### config.mk
export PLATFORM = sky130hd
export DESIGN_NAME = lol_writer
export DESIGN_NICKNAME = d
export VERILOG_FILES = /design/src/rtl/lol_pkg.sv /design/src/rtl/lol_fifo.sv /design/src/rtl/lol_writer.sv
export SDC_FILE = /design/constraint.sdc
export NUM_CORES = 1
export LEC_CHECK = 0
export ABC_AREA = 1
export BUFFER_PORTS_ARGS = -buffer_cell sky130_fd_sc_hd__buf_2
export CAP_MARGIN = 40
export CORE_ASPECT_RATIO = 0.75
export CORE_MARGIN = 1.5
export CORE_UTILIZATION = 62
export DETAILED_ROUTE_END_ITERATION = 10
export GPL_ROUTABILITY_DRIVEN = 0
export PLACE_DENSITY = 0.9
export SETUP_SLACK_MARGIN = 0.1
export SLEW_MARGIN = 0
export SYNTH_ARGS = -nofsm -noshare
export SYNTH_HDL_FRONTEND = slang
export SYNTH_SLANG_ARGS = --single-unit
### constraint.sdc
create_clock -name clk -period 4.7 [get_ports clk]
set_input_delay 0.94 -clock clk [delete_from_list [all_inputs] [get_ports clk]]
set_output_delay 0.94 -clock clk [all_outputs]
set_load 0.03 [all_outputs]
### src/rtl/lol_pkg.sv
// lol_pkg: letter codes, column ROM and writer state shared by the column letter
// protocol writer, reader and bench model.
package lol_pkg;
  localparam logic [1:0] LOL_NONE = 2'b00;
  localparam logic [1:0] LOL_L = 2'b01;
  localparam logic [1:0] LOL_O = 2'b10;
  localparam logic [1:0] LOL_Y = 2'b11;
  localparam logic [2:0] COL_BLANK = 3'b000;
  localparam logic [2:0] COL_FULL = 3'b111;
  localparam logic [2:0] COL_BASE = 3'b001;
  localparam logic [2:0] COL_SIDES = 3'b101;
  localparam logic [2:0] COL_TOP = 3'b100;
  localparam logic [2:0] COL_MID = 3'b011;
  localparam int LEN_L = 3;
  localparam int LEN_O = 4;
  localparam int LEN_Y = 4;
  typedef enum logic {IDLE, SEND} state_t;
  // Returns {column, last}; last marks the terminator column of the letter.
  function automatic logic [3:0] lol_col(input logic [1:0] letter, input logic [2:0] idx);
    logic [2:0] c;
    logic [2:0] len;
    len = (letter == LOL_L) ? 3'(LEN_L) : (letter == LOL_O) ? 3'(LEN_O) : 3'(LEN_Y);
    case ({letter, idx})
      {LOL_L, 3'd0}, {LOL_O, 3'd0}, {LOL_O, 3'd2}: c = COL_FULL;
      {LOL_L, 3'd1}: c = COL_BASE;
      {LOL_O, 3'd1}: c = COL_SIDES;
      {LOL_Y, 3'd0}, {LOL_Y, 3'd2}: c = COL_TOP;
      {LOL_Y, 3'd1}: c = COL_MID;
      default: c = COL_BLANK;
    endcase
    return {c, idx == len - 3'd1};
  endfunction
endpackage

### src/rtl/lol_fifo.sv
// lol_fifo: QDEPTH-entry queue of 2-bit letter codes with synchronous restart.
module lol_fifo #(
  parameter int QDEPTH = 4
) (
  input  logic       clk,
  input  logic       restart,
  input  logic       i_push,
  input  logic       i_pop,
  input  logic [1:0] i_data,
  output logic [1:0] o_data,
  output logic       o_full,
  output logic       o_empty
);
  localparam int AW = $clog2(QDEPTH);
  logic [1:0] r_mem [QDEPTH];
  logic [AW-1:0] r_wr, r_rd;
  logic [AW:0] r_cnt;
  logic w_push, w_pop;
  // A full queue refuses pushes even when a pop frees a slot on the same edge.
  assign w_push = i_push && !o_full;
  assign w_pop = i_pop && !o_empty;
  assign o_full = r_cnt == (AW+1)'(QDEPTH);
  assign o_empty = r_cnt == '0;
  assign o_data = r_mem[r_rd];
  always_ff @(posedge clk) begin
    if (restart) begin
      r_wr <= '0;
      r_rd <= '0;
      r_cnt <= '0;
    end else begin
      if (w_push) begin
        r_mem[r_wr] <= i_data;
        r_wr <= r_wr + 1'b1;
      end
      if (w_pop) r_rd <= r_rd + 1'b1;
      r_cnt <= r_cnt + (AW+1)'(w_push) - (AW+1)'(w_pop);
    end
  end
endmodule

### src/rtl/lol_writer.sv
// lol_writer: serialises queued L/O/Y letter requests onto the 3-bit column bus.
// LOL_WRITER_LEAD_BLANK_EN: drive one extra 000 column ahead of every letter.
module lol_writer #(
  parameter int QDEPTH = 4
) (
  input  logic       clk,
  input  logic       restart,
  input  logic [1:0] letter_in,
  input  logic       valid_in,
  output logic       ready_out,
  output logic [2:0] bits,
  output logic       busy,
  output logic       done
);
  import lol_pkg::*;
  state_t r_state, w_state_n;
  logic [1:0] r_letter, w_letter_n, w_head;
  logic [2:0] r_idx, w_idx_n, r_bits, w_bits_n, w_start_bits, w_start_idx;
  logic r_busy, w_busy_n, r_done, w_done_n, w_start_done;
  logic w_full, w_empty, w_push, w_pop;
  logic [3:0] w_cur_col;
  lol_fifo #(.QDEPTH(QDEPTH)) u_fifo (
    .clk(clk),
    .restart(restart),
    .i_push(w_push),
    .i_pop(w_pop),
    .i_data(letter_in),
    .o_data(w_head),
    .o_full(w_full),
    .o_empty(w_empty)
  );
  assign ready_out = !w_full;
  assign w_push = valid_in && letter_in != LOL_NONE;
  assign w_cur_col = lol_col(r_letter, r_idx);
`ifdef LOL_WRITER_LEAD_BLANK_EN
  assign {w_start_bits, w_start_done} = {COL_BLANK, 1'b0};
  assign w_start_idx = 3'd0;
`else
  assign {w_start_bits, w_start_done} = lol_col(w_head, 3'd0);
  assign w_start_idx = 3'd1;
`endif
  // A new letter may start from IDLE or on the edge right after a terminator.
  always_comb begin
    w_pop = (r_state == IDLE || r_done) && !w_empty;
    w_state_n = r_state;
    w_letter_n = r_letter;
    w_idx_n = r_idx;
    w_bits_n = r_bits;
    w_busy_n = r_busy;
    w_done_n = 1'b0;
    if (w_pop) begin
      w_state_n = SEND;
      w_letter_n = w_head;
      w_idx_n = w_start_idx;
      w_bits_n = w_start_bits;
      w_busy_n = 1'b1;
      w_done_n = w_start_done;
    end else if (r_state == IDLE || r_done) begin
      w_state_n = IDLE;
      w_idx_n = 3'd0;
      w_bits_n = COL_BLANK;
      w_busy_n = 1'b0;
    end else begin
      w_bits_n = w_cur_col[3:1];
      w_done_n = w_cur_col[0];
      w_idx_n = r_idx + 3'd1;
    end
  end
  always_ff @(posedge clk) begin
    if (restart) begin
      r_state <= IDLE;
      r_letter <= LOL_NONE;
      r_idx <= 3'd0;
      r_bits <= COL_BLANK;
      r_busy <= 1'b0;
      r_done <= 1'b0;
    end else begin
      r_state <= w_state_n;
      r_letter <= w_letter_n;
      r_idx <= w_idx_n;
      r_bits <= w_bits_n;
      r_busy <= w_busy_n;
      r_done <= w_done_n;
    end
  end
  assign bits = r_bits;
  assign busy = r_busy;
  assign done = r_done;
endmodule

# Word-level counts from Yosys, hierarchy flattened
# Memory sizes are Yosys's and may differ from the RTL's. A register that Yosys moved wholly into a read port is not among the register bits.
# Index checks and enable logic that the tools add are counted.
# totals
mem_bits_ro	96
elab_cells	54
output_inout_bits	6
n_memories	2
ff_bits	17
mem_bits_rw	8
inputBits	5
latch_bits	0
# classes
div_mod_pow	0
add_sub_neg	7
bitwise_logic	1
n_eq_ne	6
multipliers	0
n_lt_le_gt_ge	0
n_shift	0
mux	16
reduce_logical	13
# mem_list
memory	depth	width	read_ports	rd_clocked_by_memory_dff	write_ports	line_no	text
(name not given)	32	3	1	0	0	lol_pkg.sv:23	case ({letter, idx})
u_fifo.r_mem	4	2	1	1	1	lol_fifo.sv:15	logic [1:0] r_mem [QDEPTH];
# op_table
operator	n
3-bit 2-to-1 mux	4
1-bit 2-to-1 mux	9
3-bit zero test	2
3-bit case mux with 2 select lines	1
3-bit by 1-bit subtractor with 3-bit output (second input constant)	2
2-bit by 1-bit adder with 2-bit output (second input constant)	2
2-bit by 1-bit equality test with 1-bit output (second input constant)	2
2-bit equality test (second input constant)	2
1-bit logical AND	4
2-bit 2-to-1 mux	2
2-bit nonzero test	2
3-bit by 1-bit adder with 3-bit output	1
3-bit by 1-bit adder with 3-bit output (second input constant)	1
3-bit equality test	1
3-bit equality test (second input constant)	1
3-bit OR reduction	1
3-bit by 1-bit subtractor with 3-bit output	1
1-bit zero test	2
2-bit OR reduction	1
1-bit logical OR	1
1-bit inverter	1

# Depth between registers and ports, before layout
# Gate-level depths: netlist (run 1).
# depth
depth_word	6
ltp_mapped	11
depth_no_buf	11

# Hierarchy
# A second synthesis (run 1) with hierarchy kept.
# unflattened
cells_unflattened	165
area_unflattened_um2	1362.6
# by_module_without_submodules
module	area_each_um2	n_inst	cells_per_inst	seq_area_each_um2
lol_fifo	804.5	1	91	420.4
lol_writer	558.0	1	74	200.2

# Worst setup path after synthesis (run 1)
# OpenSTA, ideal clock, no wires.
# synth_timing
path_kind	input to register
from	in letter_in[1]
to	reg u_fifo.r_cnt[2]
path_buffers	0
setup_ps	121
required_ps	4579
arrival_ps	1953
setup_slack_ps	2627
cell_stages	8
cell_sequence	nor2_1 nor2_1 nand2_2 inv_2 ha_1 fa_1 o21ai_0 a21oi_1
# synth_between
elab_chain_cells	5
# synth_lines
item	line_no	text
start, declared	lol_writer.sv:8	input logic [1:0] letter_in,
2-bit nonzero test	lol_writer.sv:33	assign w_push = valid_in && letter_in != LOL_NONE;
1-bit logical AND	lol_writer.sv:33	
1-bit logical AND	lol_fifo.sv:20	assign w_push = i_push && !o_full;
3-bit by 1-bit adder with 3-bit output	lol_fifo.sv:36	r_cnt <= r_cnt + (AW+1)'(w_push) - (AW+1)'(w_pop);
3-bit by 1-bit subtractor with 3-bit output	lol_fifo.sv:36	
end signal, assigned	lol_fifo.sv:36	
end, declared	lol_fifo.sv:17	logic [AW:0] r_cnt;
# No other way between the ends.
# A chain may end at the register's enable or synchronous reset.

# Final worst setup path (run 1)
# layout_timing
from	reg u_fifo.r_cnt[1]
to	out ready_out
# layout_between
elab_chain_cells	2
# layout_lines
item	line_no	text
3-bit equality test	lol_fifo.sv:22	assign o_full = r_cnt == (AW+1)'(QDEPTH);
1-bit zero test	lol_writer.sv:32	assign ready_out = !w_full;
end, declared	lol_writer.sv:10	output logic ready_out,
# No other way between the ends.

==> results.yml, run 1 <==
sta:
  finalSetupTns_ns: 0
  worst_slew_pin_slew_ns: 0.2366
  min_period_over_period_pct: 43.34
  slew_viol_final: 0
  max_freq_ghz: 0.4910
  hold_slack_ns: 0.5018
  rsz0062_at_grt: "false"
  layout_setup_ws_ns: 2.663
  setup-violations-final: 0
  layout_min_cycle_time_ns: 2.037
  skew_ns: 0.007738
  hold_violations: 0
  slew_headroom_pct: 84.17
floorplan:
  rows: 14
  fp.dieArea_sq_um: 2463
  dieWidth_um: 56.81
  core-area_sq_um: 2032
  fp.dieH_um: 43.36
  io_pins: 11
  start_util_pct: 66.26
worst_setup_path:
  reg2reg_depth: 11
  critical_path.endpoint_type: "primary output"
  crit_path_max_fanout: 3
  cp_cell_sequence: "inv_2 > nand3_2 > buf_2"
  cpPeakStageDelay_ns: 0.40
  path_class: "reg2out"
  cpMaxStageDelayCell: "dfxtp_1"
  worstPathRequired_ns: 3.76
  cp-start-kind: "flip-flop"
  crit_arrival_ns: 1.10
placement:
  pre_cts_slack_ns: 2.369
  place_area_sq_um: 1416
  dp_cells: 192
  port_buffers: 10
  dp_hpwl_mm: 1.822
finish:
  fin_util_pct: 71.06
  finalInstanceArea_sq_um: 1444
  instances_no_fill: 196
  drive_gt1_share_pct: 19.19
  nets: 191
  final_cell_mix: "inv_1 (29), nand2_1 (24), nor2_1 (23)"
  mostFrequentLayoutCell: "inv_1"
  insertedDiodeCount: 0
  syn2layout_area_growth_pct: 7.249
yosys:
  synth_fa_ha_area_share_pct: 12.64
  mappedNetlistNets: 178
  seq_area_frac_synth_pct: 46.10
  synth_compound_area_share_pct: 9.480
  synthSimpleGateAreaFrac_pct: 19.33
  synth_top_family_by_area: "simple AND/OR/NAND/NOR gates"
  yosys.cell_types.count: 22
  syn_inst: 160
  yosys-mux-area-fraction_pct: 0
  yosysWarningCount: 0
  synth_area_sq_um: 1346
  synth_xor_area_share_pct: 1.301
  synth_seq_cells: 27
  synth_area_per_cell_sq_um: 8.414
flow_run:
  drv_cap: 0
clock_tree:
  clkSinkCount: 27
  cts_root_buffer: "clkbuf_4"
  cts_hold_buf: 0
  cts_max_path_buffers: 2
  cts_buffers: 3
  post_cts_buffers: 0
  path_clk_slew_ns: 0.14
  cts_resized: 0
  cts_tree: "built"
  clk_latency_ns: 0.33
  cts-htree-levels: 1
drt:
  drt_wl_total_mm: 2.236
  via_per_inst: 4.980
  vias: 976
  wire_per_inst_um: 11.41
  route.detailed.drc: 0
  dr.pass1.iters: 4
  drtIter0Drc: 20
  antenna_left: 0
global_route:
  grt_usage_pct: 20.84
  grt.overflow.total: 0
  grt_max_degree: 16
  grt_pass1_vias: 1009
  grt_antenna_before_repair: 0
  grt_pass1_wl_mm: 3.912
power:
  power_uw: 853.4
  cellLeakagePower_nw: 0.6676
  power_density_nw_per_um2: 591.1
  peakVddDrop_mv: 0.5225
hold_path:
  hold_depth: 2
  hold_class: "reg2reg"
run_status:
  status: "finished clean"
==> per-layer routing <==
metal	routed length (um)	track usage (%)	vias up
met2	1104	37.44	22
met5	0	0	-
met3	102	6.567	4
met1	1005	23.09	438
li1	-	-	512
met4	23	9.302	0
==> worst paths after layout <==
check,slack [ns],end,from
worst min register to register,0.50,flip-flop,u_fifo.r_rd[0]$_SDFFE_PP0P_
worst min-delay path,0.50,flip-flop,u_fifo.r_rd[0]$_SDFFE_PP0P_
worst max register to register,2.67,u_fifo.r_cnt[2]$_SDFF_PP0_,busy$_SDFFE_PP0P_
worst max-delay path,2.66,ready_out,u_fifo.r_cnt[1]$_SDFF_PP0_
==> cell families after synthesis <==
group | after synthesis
simple gates | 59
compound gates | 21
flops | 27
buf+inv | 38
fa+ha+maj | 13
xor+xnor | 2
==> synthesized netlist by cell type <==
cell,instances,area [sq um]
ha_1,12,150.1
nand2_4,2,22.52
o21ai_0,3,15.01
a21oi_1,7,35.03
dfxtp_1,19,380.4
nor2_1,23,86.33
inv_6,1,8.760
nor2_2,3,18.77
fa_1,1,20.02
a21oi_2,4,35.03
o21ai_1,4,20.02
edfxtp_1,8,240.2
inv_2,6,22.52
buf_2,2,10.01
o211ai_1,3,22.52
xnor2_1,1,8.760
xor2_1,1,8.760
inv_1,29,108.9
nand2_2,2,12.51
nand3_1,4,20.02
nand3_2,1,10.01
nand2_1,24,90.09
==> final cells by class <==
cell class	instances	area, sq um
inverter	36	140.1
sequential	27	620.6
tap	24	30.03
clock buffer	3	22.52
clock inverter	1	5.005
multi-input combinational	95	575.6
fill	158	588.1
timing repair buffer	10	50.05
==> report_power, final <==
part           leakage (nW)  internal (mW)  total, mW  switching (mW)
registers             0.229          0.298      0.346          0.0481
logic                 0.421          0.146      0.409           0.263
clock network        0.0177         0.0320     0.0987          0.0667
==> registers in the layout (all words and copies together) (netlist names), named ones only <==
signal and count:
u_fifo.r_mem 8, bits 3, r_idx 3, u_fifo.r_cnt 3, r_letter 2, u_fifo.r_rd 2, u_fifo.r_wr 2, busy 1
done 1
==> critical path: cells and delay by family, from the launching register on <==
kind,cells,cell delay [ns]
flops,1,0.40
simple gates,1,0.09
buf+inv,2,0.28
Note: power is estimated with default switching activity, not from simulation.
==> run 2, diff against run 1 <==
--- a/config.mk
+++ b/config.mk
@@ -10,10 +10,10 @@
 export CAP_MARGIN = 40
 export CORE_ASPECT_RATIO = 0.75
 export CORE_MARGIN = 1.5
-export CORE_UTILIZATION = 62
+export CORE_UTILIZATION = 57
 export DETAILED_ROUTE_END_ITERATION = 10
 export GPL_ROUTABILITY_DRIVEN = 0
-export PLACE_DENSITY = 0.9
+export PLACE_DENSITY = 0.84
 export SETUP_SLACK_MARGIN = 0.1
 export SLEW_MARGIN = 0
 export SYNTH_ARGS = -nofsm -noshare
==> constraint.sdc (replaced) <==
create_clock -name clk -period 2.1 [get_ports clk]
set_input_delay 0.42 -clock clk [delete_from_list [all_inputs] [get_ports clk]]
set_output_delay 0.42 -clock clk [all_outputs]
set_load 0.03 [all_outputs]
==> run 2 against run 1 <==
Compared with the run above: global-route usage shrank 1.3 points; total power grew 130%; via count shrank 0.20%; design area grew 1.3%; sequential share of layout area shrank 0.38 points; first-iteration DRC count shrank 10%; sequential cell count is the same; non-clock buffer count is the same; routed wire length grew 0.63%; critical path type is now reg2reg; largest power group unchanged.
==> results.yml, run 2 (synthesis results as in run 1) <==
power:
  swShare_pct: 44.04
  cellLeakagePower_nw: 0.6651
  intPower_mw: 1.080
  power_density_nw_per_um2: 1320
  comb_power_share_pct: 48.3
  p_sw_uw: 850.3
  clkPwrFrac_pct: 11.2
  power_frac_seq_pct: 40.5
  peakVddDrop_mv: 0.5701
worst_setup_path:
  crit_buf_inv: 2
  cp-start-kind: "flip-flop"
  r2r-end: "u_fifo.r_cnt[2]$_SDFF_PP0_"
  reg2reg_depth: 10
  worstPathRequired_ns: 2.32
  r2r_start: "u_fifo.r_cnt[2]$_SDFF_PP0_"
  cpPeakStageDelay_ns: 0.38
  critPathTopFamily: "adder cells"
  cp_cell_sequence: "nor2_1 > nand2_2 > nand2_4 > inv_6 > ha_1 > inv_1 > ha_1 > fa_1 > o21ai_1 > a21oi_1"
  critical_path.endpoint_type: "flip-flop"
  cpMaxStageDelayCell: "fa_1"
  reg2reg_slack_ns: 0.17
  crit_path_max_fanout: 6
  crit_arrival_ns: 2.15
  crit_top_cell: "ha_1"
  path_class: "reg2reg"
clock_tree:
  clkSinkCount: 27
  cts_hold_buf: 0
  cts_tree: "built"
  cts_root_buffer: "clkbuf_4"
  cts_max_path_buffers: 2
  path_clk_slew_ns: 0.13
  post_cts_buffers: 0
  cts-htree-levels: 1
  cts_buffers: 3
  clk_latency_ns: 0.32
drt:
  dr.pass1.iters: 4
  route.detailed.drc: 0
  vias: 974
  drt_wl_total_mm: 2.250
  drtIter0Drc: 18
  via_per_inst: 4.728
  antenna_left: 0
  wire_per_inst_um: 10.92
sta:
  hold_violations: 0
  setup-violations-final: 0
  layout_min_cycle_time_ns: 1.929
  finalSetupTns_ns: 0
  rsz0062_at_grt: "false"
  skew_ns: 0.004713
  slew_viol_final: 0
  max_freq_ghz: 0.5184
  min_period_over_period_pct: 91.86
  slew_headroom_pct: 83.43
  worst_slew_pin_slew_ns: 0.2481
floorplan:
  fp.dieArea_sq_um: 2666
  core-area_sq_um: 2271
  io_pins: 11
  dieWidth_um: 59.12
  rows: 15
  start_util_pct: 59.28
  fp.dieH_um: 45.09
finish:
  finalInstanceArea_sq_um: 1463
  final_cell_mix: "inv_1 (29), nand2_1 (24), nor2_1 (23)"
  regMostFlops: "u_fifo.r_mem"
  fill_cells: 192
  nets: 191
  insertedDiodeCount: 0
  mostFrequentLayoutCell: "inv_1"
  largest_reg_flops: 8
  drive_gt1_share_pct: 19.77
  instances_no_fill: 206
  syn2layout_area_growth_pct: 8.643
global_route:
  grt_usage_pct: 19.53
  grt_pass1_vias: 850
  grt_max_degree: 15
  grt.overflow.total: 0
  grt_antenna_before_repair: 0
  grt_pass1_wl_mm: 3.677
hold_path:
  hp-start: "letter_in[0]"
  hold_class: "in2reg"
  hold_depth: 1
  holdPathEnd: "u_fifo.r_mem[1][0]$_DFFE_PP_"
flow_run:
  drv_cap: 0
placement:
  place_area_sq_um: 1430
  dp_cells: 202
  port_buffers: 10
  dp_hpwl_mm: 1.828
run_status:
  status: "finished clean"
==> run 2: worst max path at each step <==
stage | from | to | slack (ns) | cells past startpoint
finish | u_fifo.r_cnt[2]$_SDFF_PP0_ | u_fifo.r_cnt[2]$_SDFF_PP0_ | 0.17 | 10
global route | u_fifo.r_cnt[2]$_SDFF_PP0_ | u_fifo.r_cnt[1]$_SDFF_PP0_ | 0.12 | 10
CTS | u_fifo.r_cnt[2]$_SDFF_PP0_ | u_fifo.r_cnt[2]$_SDFF_PP0_ | 0.15 | 10
detailed placement | u_fifo.r_cnt[2]$_SDFF_PP0_ | u_fifo.r_cnt[2]$_SDFF_PP0_ | 0.16 | 10
global placement | busy$_SDFFE_PP0P_ | u_fifo.r_cnt[2]$_SDFF_PP0_ | 0.23 | 11
floorplan | done$_SDFF_PP0_ | u_fifo.r_cnt[2]$_SDFF_PP0_ | 0.15 | 10
==> run 2: area by class of cell <==
cell class	instances	area, sq um	area share (%)
flip-flops and latches	27	623.1	42.60
inverters	36	140.1	9.581
repair buffers	10	50.05	3.422
clock buffers	4	26.28	1.796
well taps	34	42.54	2.908
multi-input cells	95	580.6	39.69
==> run 2: power by group through the flow <==
stage | clock network (mW) | logic (mW) | registers (mW)
global placement | 0 | 0.864 | 0.783
global route | 0.246 | 1.04 | 0.800
floorplan | 0 | 0.699 | 0.809
detailed placement | 0 | 0.914 | 0.787
finish | 0.215 | 0.932 | 0.783
CTS | 0.223 | 0.919 | 0.777
==> run 2: what timing repair did <==
item / in CTS / in global routing
setup endpoints to repair: 0 / 1
endpoints found under the hold margin: 0 / 0
resized for setup: 0 / 3
==> run 2: per-layer routing <==
| metal | up-vias | track usage, % | routed length, um |
|---|---|---|---|
| met5 | - | 0 | 0 |
| met4 | 0 | 5.455 | 16 |
| met3 | 2 | 7.736 | 135 |
| met2 | 29 | 32.89 | 1059 |
| met1 | 427 | 23.49 | 1039 |
| li1 | 516 | - | - |
==> run 2: through the flow <==
step	utilization, %	hold slack (ns)	setup WS, ns	total power, mW
after floorplan	-	0.4576	0.1471	1.508
after global placement	62.98	0.4926	0.2347	1.648
after detailed placement	62.98	0.4918	0.1595	1.701
after CTS	64.13	0.3174	0.1484	1.919
after global routing	64.41	0.3098	0.1165	2.086
final	64.41	0.3269	0.1709	1.931
==> run 3, diff against run 2 <==
--- a/config.mk
+++ b/config.mk
@@ -10,12 +10,13 @@
 export CAP_MARGIN = 40
 export CORE_ASPECT_RATIO = 0.75
 export CORE_MARGIN = 1.5
-export CORE_UTILIZATION = 57
+export CORE_UTILIZATION = 58
 export DETAILED_ROUTE_END_ITERATION = 10
 export GPL_ROUTABILITY_DRIVEN = 0
-export PLACE_DENSITY = 0.84
+export PLACE_DENSITY = 0.86
 export SETUP_SLACK_MARGIN = 0.1
 export SLEW_MARGIN = 0
 export SYNTH_ARGS = -nofsm -noshare
 export SYNTH_HDL_FRONTEND = slang
+export SYNTH_HIERARCHICAL = 1
 export SYNTH_SLANG_ARGS = --single-unit
==> run 3 against run 2 <==
Compared with the run above: sequential power decreased by 0.6%; routed wire length is 12% higher; via count rose by 10%; combinational power increased by 22%; critical path type unchanged; critical endpoint is now u_fifo/r_cnt[1]$_SDFF_PP0_; largest cell class unchanged.
==> results.yml, run 3 <==
flow_run:
  drv_cap: 0
finish:
  regMostFlops: "u_fifo/r_mem"
  fill_cells: 148
  mostFrequentLayoutCell: "inv_1"
  final_cell_mix: "inv_1 (32), nor2_1 (20), nand2_1 (19)"
  nets: 205
  drive_gt1_share_pct: 25.81
  multi_input_area_sq_um: 604.3
  syn2layout_area_growth_pct: 13.96
  largest_reg_flops: 8
  insertedDiodeCount: 0
  seqCellArea_sq_um: 629.4
yosys:
  synth_async_sr_flop_share_pct: 0
  synth_seq_cells: 27
  yosysTopAreaCell: "dfxtp_1"
  yosysWarningCount: 6
  mappedNetlistNets: 183
  synth_area_sq_um: 1363
  synth_area_per_cell_sq_um: 8.258
  synth_commonest_cells: "inv_1 (36), nor2_1 (21), dfxtp_1 (19), nand2_1 (19), ha_1 (12)"
  synth_edf_count: 8
  yosys.area.top_type_share_pct: 27.92
  ys_top_cells_by_area: "dfxtp_1 (28%), edfxtp_1 (18%), ha_1 (11%)"
  yosysMostFrequentCell: "inv_1"
  syn_inst: 165
  ys.flop_type: "dfxtp_1"
  seq_area_frac_synth_pct: 45.55
  yosys.cell_types.count: 24
sta:
  worst_slew_pin_slew_ns: 0.2374
  slew_headroom_pct: 84.15
  layout_min_cycle_time_ns: 2.080
  max_freq_ghz: 0.4807
  slew_viol_final: 0
  skew_ns: 0.003629
  layout_setup_ws_ns: 0.01987
  min_period_over_period_pct: 99.05
  rsz0062_at_grt: "true"
  hold_violations: 0
  finalSetupTns_ns: 0
  setup-violations-final: 0
floorplan:
  rows: 14
  dieWidth_um: 58.97
  io_pins: 11
  fp.dieH_um: 44.98
  fp.dieArea_sq_um: 2652
  start_util_pct: 64.82
  core-area_sq_um: 2102
worst_setup_path:
  r2r_start: "u_fifo/r_cnt[1]$_SDFF_PP0_"
  path_class: "reg2reg"
  reg2reg_slack_ns: 0.02
  crit_start: "u_fifo/r_cnt[1]$_SDFF_PP0_"
  crit_arrival_ns: 2.31
  critical_path.endpoint_type: "flip-flop"
  worstPathRequired_ns: 2.33
  crit_top_cell: "inv_2"
  crit_path_max_fanout: 3
  cp-start-kind: "flip-flop"
  reg2reg_depth: 14
  r2r-end: "u_fifo/r_cnt[1]$_SDFF_PP0_"
  cp_cell_sequence: "nor2_4 > nand2_4 > inv_4 > inv_2 > nand2_2 > inv_2 > inv_2 > nor2_2 > ha_1 > inv_1 > ha_2 > inv_2 > fa_2 > nor2_1"
  cpMaxStageDelayCell: "fa_2"
  cpPeakStageDelay_ns: 0.55
clock_tree:
  cts_hold_buf: 0
  cts_root_buffer: "clkbuf_4"
  path_clk_slew_ns: 0.14
  cts_tree: "built"
  cts-htree-levels: 1
  cts_buffers: 3
  clkSinkCount: 27
  clk_latency_ns: 0.32
  cts_max_path_buffers: 2
placement:
  pre_cts_slack_ns: 0.03631
  port_buffers: 10
  dp_hpwl_mm: 1.779
power:
  peakVddDrop_mv: 0.9021
  cellLeakagePower_nw: 0.7224
  power_density_nw_per_um2: 1380
hold_path:
  holdPathEnd: "u_fifo/r_mem[3][0]$_DFFE_PP_"
  hold_class: "in2reg"
  hold_depth: 1
  hp-start: "letter_in[0]"
drt:
  route.detailed.drc: 0
  drt_wl_total_mm: 2.524
  drtIter0Drc: 29
  antenna_left: 0
  wire_per_inst_um: 12.02
  dr.pass1.iters: 4
  via_per_inst: 5.100
  vias: 1071
global_route:
  grt_pass1_wl_mm: 4.036
  grt_max_degree: 17
  grt_usage_pct: 20.48
  grt_antenna_before_repair: 0
  grt_pass1_vias: 952
  grt.overflow.total: 0
run_status:
  status: "finished clean"
-- run 3: cell count changes after synthesis, moves of 3 or more --
cell,before,now
inv_1,29,36
nand2_1,24,19
nand3_1,4,9
o21ai_0,3,6
a21oi_2,4,1
-- run 3: what timing repair did --
| action | 4_1_cts | 5_1_grt |
|---|---|---|
| pin swaps | 1 | 7 |
| gates resized for setup | 6 | 7 |
| buffers inserted | 4 | 2 |
| setup endpoints to repair | 2 | 2 |
-- run 3: where the power goes --
group / leakage [nW] / switching (mW) / internal [mW]
clock: 0.0139 / 0.150 / 0.0727
sequential: 0.231 / 0.101 / 0.677
combinational: 0.478 / 0.685 / 0.457
-- run 3: worst max path at each step --
stage	end	slack [ns]
global placement	u_fifo/r_cnt[2]$_SDFF_PP0_	0.1
detailed placement	u_fifo/r_cnt[2]$_SDFF_PP0_	0.04
finish	u_fifo/r_cnt[1]$_SDFF_PP0_	0.02
CTS	u_fifo/r_cnt[1]$_SDFF_PP0_	0.11
global route	u_fifo/r_cnt[2]$_SDFF_PP0_	-0.08
floorplan	u_fifo/r_cnt[2]$_SDFF_PP0_	0.10
-- run 3: critical path, delay by kind of cell (launching register included) --
| kind | cells | cell delay [ns] |
|---|---|---|
| fa+ha+maj | 3 | 0.97 |
| flops | 1 | 0.38 |
| simple gates | 5 | 0.35 |
| buf+inv | 6 | 0.28 |
-- run 3: area by class of cell --
| class | instances | area share (%) |
|---|---|---|
| clock buffer | 3 | 1.450 |
| tap | 24 | 1.934 |
| sequential | 27 | 40.53 |
| multi-input combinational | 97 | 38.92 |
| clock inverter | 1 | 0.4835 |
| inverter | 41 | 10.07 |
| timing repair buffer | 17 | 6.608 |
-- run 3: cell families after synthesis --
kind of cell | after synthesis | synth area share, %
AND/OR/NAND/NOR | 58 | 19.84
buffers and inverters | 41 | 11.29
flip-flops | 27 | 45.55
AO/OA/AOI/OAI | 25 | 10.19
adder cells (fa/ha/maj) | 13 | 12.49
XOR/XNOR | 1 | 0.6429
-- run 3: stage by stage --
step,power (mW),instances,hold WS (ns),area (sq um),util (%)
final,2.143,210,0.3251,1553,73.87
after global routing,2.331,210,0.3149,1553,73.87
after CTS,2.017,208,0.3245,1526,72.62
after detailed placement,1.687,200,0.4886,1454,69.17
after global placement,1.651,200,0.4763,1454,69.17
after floorplan,1.477,165,0.4481,1366,-
-- run 3: layer usage --
metal	GRT usage [%]	up-vias	routed length, um
met4	5.455	0	42
met1	26.89	484	1147
met2	33.78	28	1207
li1	-	555	-
met3	5.731	4	126
met5	0	-	0
